## src/rtl/rgb_hue_sequencer.sv

```systemverilog
// RGB hue sequencer: walks the three PWM duty values around the colour wheel
// in six phases (G up, R down, B up, G down, R up, B down). A 32-bit
// prescaler sets how many clock cycles pass between duty steps.
module rgb_hue_sequencer #(
  parameter int R = 8
) (
  input  logic         clk,
  input  logic         rst,
  input  logic         en,
  input  logic         restart,
  input  logic [31:0]  step_div,
  output logic [R:0]   duty_r,
  output logic [R:0]   duty_g,
  output logic [R:0]   duty_b,
  output logic [2:0]   phase,
  output logic         step,
  output logic         cycle_done
);

  // Each phase names the channel it moves and the direction it moves it in.
  typedef enum logic [2:0] {
    PH_G_UP = 3'd0,
    PH_R_DN = 3'd1,
    PH_B_UP = 3'd2,
    PH_G_DN = 3'd3,
    PH_R_UP = 3'd4,
    PH_B_DN = 3'd5
  } phase_t;

  localparam logic [R:0] FULL = {1'b1, {R{1'b0}}};

  phase_t      phase_q;
  phase_t      phase_next;
  logic [31:0] prescaler;
  logic [31:0] div_eff;
  logic        tick;
  logic [R:0]  cur_duty;
  logic        dir_up;
  logic        at_target;
  logic [R:0]  stepped_duty;
  logic        reach_target;

  assign phase = phase_q;

  // A divisor of zero behaves like one. The tick uses >= so that lowering
  // step_div below the running count ticks on the next cycle, no 2**32 wrap.
  always_comb begin
    div_eff = (step_div == 32'd0) ? 32'd1 : step_div;
    tick    = en && (prescaler >= (div_eff - 32'd1));
  end

  // Select the channel moved by the current phase and work out its next value.
  always_comb begin
    cur_duty   = '0;
    dir_up     = 1'b0;
    phase_next = PH_G_UP;
    case (phase_q)
      PH_G_UP: begin cur_duty = duty_g; dir_up = 1'b1; phase_next = PH_R_DN; end
      PH_R_DN: begin cur_duty = duty_r; dir_up = 1'b0; phase_next = PH_B_UP; end
      PH_B_UP: begin cur_duty = duty_b; dir_up = 1'b1; phase_next = PH_G_DN; end
      PH_G_DN: begin cur_duty = duty_g; dir_up = 1'b0; phase_next = PH_R_UP; end
      PH_R_UP: begin cur_duty = duty_r; dir_up = 1'b1; phase_next = PH_B_DN; end
      PH_B_DN: begin cur_duty = duty_b; dir_up = 1'b0; phase_next = PH_G_UP; end
      default: begin cur_duty = '0;     dir_up = 1'b0; phase_next = PH_G_UP; end
    endcase
    at_target    = dir_up ? (cur_duty >= FULL) : (cur_duty == '0);
    stepped_duty = dir_up ? (cur_duty + 1'b1) : (cur_duty - 1'b1);
    reach_target = at_target || (stepped_duty == (dir_up ? FULL : '0));
  end

  // Prescaler, phase and duty registers; step and cycle_done are one-cycle
  // registered pulses following the tick edge that caused them.
  always_ff @(posedge clk) begin
    if (rst || restart) begin
      prescaler  <= 32'd0;
      phase_q    <= PH_G_UP;
      duty_r     <= FULL;
      duty_g     <= '0;
      duty_b     <= '0;
      step       <= 1'b0;
      cycle_done <= 1'b0;
    end else begin
      step       <= 1'b0;
      cycle_done <= 1'b0;
      if (en) begin
        if (tick) begin
          prescaler <= 32'd0;
          step      <= 1'b1;
          if (!at_target) begin
            case (phase_q)
              PH_G_UP, PH_G_DN: duty_g <= stepped_duty;
              PH_R_DN, PH_R_UP: duty_r <= stepped_duty;
              PH_B_UP, PH_B_DN: duty_b <= stepped_duty;
              default: ;
            endcase
          end
          if (reach_target) begin
            phase_q <= phase_next;
            if (phase_q == PH_B_DN) cycle_done <= 1'b1;
          end
        end else begin
          prescaler <= prescaler + 32'd1;
        end
      end
    end
  end

endmodule

```

## config.mk

```make
export PLATFORM = sky130hd
export DESIGN_NAME = rgb_hue_sequencer
export DESIGN_NICKNAME = d
export VERILOG_FILES = /design/src/rtl/rgb_hue_sequencer.sv
export SDC_FILE = /design/constraint.sdc
export NUM_CORES = 1
export LEC_CHECK = 0
export CAP_MARGIN = 20
export CORE_MARGIN = 2
export CORE_UTILIZATION = 32
export DETAILED_ROUTE_END_ITERATION = 6
export GPL_TIMING_DRIVEN = 1
export RECOVER_POWER = 50
export SYNTH_ARGS = -nofsm -noshare
export SYNTH_HDL_FRONTEND = slang
export SYNTH_SLANG_ARGS = --single-unit
```

## constraint.sdc

```tcl
create_clock -name clk -period 11.74 [get_ports clk]
set_clock_uncertainty 0.1 [all_clocks]
set_input_delay 1.761 -clock clk [delete_from_list [all_inputs] [get_ports clk]]
set_output_delay 1.761 -clock clk [all_outputs]
set_load 0.01 [all_outputs]
```

---- After elaboration in Yosys (flattened, before gate mapping) ----
Index checks and enable logic that the tools add are counted.
cells by class
  add/subtract/negate cells ............... 4
  magnitude comparators ................... 2
  equality and inequality tests ........... 6
  mux-type cells .......................... 10
  bitwise operators ....................... 4
  reduce and logical (&&, ||, !) cells .... 16
operator list
  kind                     count
  $mux W32                 2
  $add A32 B1 Y32 const B  1
  $ge A32 B32 Y1           1
  $logic_not A32 Y1        1
  $sub A32 B1 Y32 const B  1
  $pmux W9 S3              1
  $mux W9                  2
  $pmux W3 S5              1
  $reduce_and A4 Y1        3
  $add A9 B1 Y9 const B    1
  $eq A9 B9 Y1             1
  $ge A9 B9 Y1 const B     1
  $logic_not A9 Y1         1
  $sub A9 B1 Y9 const B    1
  $reduce_or A2 Y1         4
  $eq A3 B2 Y1 const B     2
  $eq A3 B3 Y1 const B     2
  $mux W1                  4
  $not A1 Y1               4
  $reduce_or A4 Y1         1
  $eq A3 B1 Y1 const B     1
  $logic_not A3 Y1         1
  $reduce_and A3 Y1        1
  $reduce_or A3 Y1         1
  2 further kinds          3
word-level totals
  register bits after elaboration ......... 64
  input bits .............................. 36

---- Logic depth before layout (Yosys ltp) ----
  depth in word-level cells ............... 9
  depth in mapped cells ................... 23
  gate-level depth less buffers ........... 21

---- Worst setup path after synthesis ----
No wires, ideal clock.
  kind .................................... input port to flip-flop
  from .................................... input port step_div[19]
  to ...................................... register phase_q[2] (netlist: phase[2])
  data arrival time ....................... 6.216 ns
  data required time ...................... 11.580 ns
  slack ................................... 5.364 ns
  stages .................................. 22
  cell sequence ........................... nor4_1 nor2b_1 and4b_1 a31oi_1 ha_1 or3b_1 nor3_4 nand2_2 or3_1 nor3b_2 nand2_1 xor2_1 ha_1 and4_1 and3_1 nand3_1 nor4_1 a211oi_1 clkbuf_1 nor3_1 a2111oi_0 a31o_1
between the ends
  cells in the longest elaborated chain, start to end .. 6
RTL lines
  item                                  line  RTL
  from (decl)                           11    input logic [31:0] step_div,
  $logic_not A32 Y1                     48    div_eff = (step_div == 32'd0) ? 32'd1 : step_div;
  $mux W32 *                            48
  $sub A32 B1 Y32 *                     49    tick = en && (prescaler >= (div_eff - 32'd1));
  $ge A32 B32 Y1 *                      49
  $logic_and A1 B1 Y1 *                 49
  $reduce_and A3 Y1 (no source line) *  -
  to (signal assigned)                  98    phase_q <= phase_next;
  to (decl)                             32    phase_t phase_q;
Mark *: on every way between the ends. The rest lies on a longest branch, timed or not.
A chain may end at the register's enable or synchronous reset.

---- Worst setup path in the final report ----
  from .................................... input port step_div[19]
  to ...................................... register prescaler[2]
between the ends
  cells in the longest elaborated chain, start to end .. 6
RTL lines
  item                   line  RTL
  $logic_not A32 Y1      48
  $mux W32 *             48
  $sub A32 B1 Y32 *      49
  $ge A32 B32 Y1 *       49
  $logic_and A1 B1 Y1 *  49
  $mux W32 *             86    if (tick) begin
  to (signal assigned)   102   prescaler <= prescaler + 32'd1;
  to (decl)              34    logic [31:0] prescaler;
Marked as above.

==> flow_summary.ini <==
[cells_and_area]
fin_nets = 690
drive_gt1_share_pct = 4.71
nFillCells = 1392
antenna_cells = 0
layout.area.seq_um2 = 1280
area_growth_syn_to_layout_pct = 23.4
multi_input_area_um2 = 3170

[timing]
hold_slack_ps = 416
setup_viol = 0
hold_viol = 0
max_freq_mhz = 118
timing.final.ws_setup_ps = 3250
rsz0062_at_grt = false
period_needed_ps = 8490
worst_pin_slew_ps = 1370
slew_viol_final = 0
post-route-period-util_pct = 72.4
slew_headroom_pct = 8.44
setup_tns_ps = 0

[clock_network]
clock_latency_ps = 340
cts_htree_levels = 3
cts_tree = done
max-clock-path-buffers = 2
root_buffer = clkbuf_16
postCtsHoldBufs = 0
clkSinkCount = 64
path_clk_slew_ps = 60
post_cts_buffers = 0
numCtsBuffers = 9
post_cts_resized = 0

[setup_path]
max_stage_delay_ps = 1110
critPathKind = primary input to flop
rr_endpoint = cycle_done
critical_path.cell_chain = dlygate4sd3_1 -> nor4_1 -> nor2b_1 -> and4b_1 -> a31oi_1 -> ha_1 -> or3b_1 -> nor3_1 -> nand2_2 -> or3_1 -> nor4_1 -> xnor2_1 -> ha_1 -> nand4_1 -> nor3_1 -> a222oi_1 -> nand2_1 -> a211oi_1 -> nand2_1 -> buf_8 -> nor2_1
critical-path-top-delay-family = simple AND/OR/NAND/NOR gates
slowest_stage = a211oi_1
ff2ff_path_depth = 13
path_buf_inv = 2
critPathRequiredTime_ps = 11910
crit_fanout = 18
end_kind = flop
r2r-start = phase[0]
cp.arrival_ps = 8660
startpoint_type = primary input
reg2reg_setup_slack_ps = 6910

[logic_synthesis]
synthTopCellsByArea = dfxtp_1, ha_1, mux2i_1
synth.most_common_cell = nor2_1
syn_nets = 629
syn_area_um2 = 4620
synth_top_area_share_pct = 27.8
avgSynthCellArea_um2 = 8.39
seq_area_frac_synth_pct = 27.8
synth_common_cells = nor2_1, dfxtp_1, nand2_1, ha_1, xnor2_1
async_flop_share_pct = 0
synth_cell_types = 63
synth-seq-cells = 64
synthFlopType = dfxtp_1
synth_warnings = 0
synth-edff-count = 0
synth_top_cell_by_area = dfxtp_1
synthCells = 550

[grt]
grt_pass1_vias = 3948
grt_max_degree = 32
antenna_found_initial = 0
track_usage_pct = 15.9
grt_remaining_overflow = 0
grt_pass1_wl_um = 19200

[placed_design]
dp_hpwl_um = 8930
routabilityCongestion = 0.932
port_buffers = 67
dpl_worst_slack_ps = 3440

[routing]
drtPass1Iterations = 5
drt_wl_total_um = 11600
drc = 0
drt.antenna.violating_nets = 0
wl_per_cell_um = 14.5
vias = 4171
dr.first_iter.drc_count = 259
via_per_inst = 5.24

[floorplan]
io_pins = 68
chipHeight_um = 124
die-area_um2 = 15400
start_util_pct = 33.0
core-area_um2 = 14000
rows = 43
fp.dieW_um = 124

[power_and_ir_drop]
ir_drop_mv = 0.0614
leakage_nw = 2.24
intPower_mw = 0.384
p_clk_share_pct = 49.2
switchingPower_mw = 0.118
finalPower_mw = 0.502
combPwrFrac_pct = 7.4
p_sw_share_pct = 23.5
pwr-share-seq_pct = 43.4
p_per_area_nw_per_um2 = 88.1

[run]
maxCapViolations = 0

[worst_hold_path]
hold_start = duty_b[1]
hold_depth = 2
hold_end = duty_b[1]
min_path_type = flop to flop

[run_status]
status = complete, no violations
-- cell families after synthesis --
kind of cell / after synthesis / share of synthesized area [%]
AOI/OAI and AO/OA: 73 / 10.8
adders and majority gates: 43 / 11.8
muxes: 35 / 7.64
buffers and inverters: 35 / 3.31
DFF: 64 / 27.8
and+or+nand+nor: 235 / 26.3
xor gates and xnor gates: 65 / 12.3
-- metrics by stage --
step,cell area [um2],cells,util [%]
5_1_grt,5700,796,40.7
2_1_floorplan,4620,550,-
4_1_cts,5710,795,40.8
6_report,5700,796,40.7
3_3_place_gp,5430,779,38.8
3_5_place_dp,5430,779,38.8
-- cells in the final DEF (no fill, tap or decap), drive strengths merged, types with 6 or more instances in the layout --
cell / netlist / routed
clkbuf: 10 / 11
a21oi: 20 / 20
nand4: 8 / 8
xor2: 30 / 30
xnor2: 35 / 35
nand2: 49 / 49
nor3: 15 / 15
and4: 7 / 7
nand2b: 6 / 6
clkdlybuf4s50: 0 / 34
dfxtp: 64 / 64
nand3: 16 / 16
nor3b: 6 / 6
ha: 42 / 42
mux2i: 33 / 33
o221ai: 6 / 6
inv: 17 / 17
and3: 7 / 7
dlygate4sd3: 0 / 33
nor2: 82 / 82
o21ai: 15 / 15
nor4: 11 / 11
-- state kept, by name, summed over array words and instances (netlist names) --
register,flops
phase,3
prescaler,32
duty_r,9
duty_b,9
cycle_done,1
step,1
duty_g,9
-- metal layers --
layer	GRT usage [%]	share of wire, %	vias up
li1	-	-	2077
met1	21.0	48	1954
met2	24.8	45	125
met3	4.17	5.6	15
met4	5.90	1.5	0
met5	0	0	-
-- worst register-to-register path, cell delays in order, from the launching register on --
cell	delay (ps)
dfxtp_1	940
nand2b_1	260
mux2_2	410
o221ai_1	340
inv_1	100
fa_1	420
nor2b_1	210
o2111ai_1	150
nand2_1	140
xor2_1	140
or4b_2	720
nor4_4	300
o2bb2ai_1	270
nor3b_1	260
-- power groups by stage --
| stage | combinational [mW] | clock [mW] | sequential [mW] |
|---|---|---|---|
| 2_1_floorplan | 0.0166 | 0 | 0.223 |
| 3_3_place_gp | 0.0360 | 0 | 0.223 |
| 3_5_place_dp | 0.0371 | 0 | 0.223 |
| 4_1_cts | 0.0372 | 0.252 | 0.218 |
| 5_1_grt | 0.0413 | 0.262 | 0.218 |
| 6_report | 0.0370 | 0.247 | 0.218 |
-- final cells by class --
class	instances	area share (%)
Sequential cell	64	22.5
Timing Repair Buffer	68	12.0
Tap cell	180	3.95
Inverter	17	1.12
Multi-Input combinational cell	451	55.6
Clock inverter	5	0.571
Clock buffer	11	4.26
-- worst max path at each step --
stage	to	start	cells after the start	slack [ps]
finish	prescaler[2]	step_div[19]	21	3250
detailed placement	prescaler[29]	step_div[19]	21	3440
CTS	prescaler[29]	step_div[19]	21	3790
floorplan	phase[2]	step_div[19]	22	5360
global route	prescaler[2]	step_div[19]	21	2570
global placement	prescaler[2]	step_div[19]	21	3780
(Power assumes the default switching activity.)
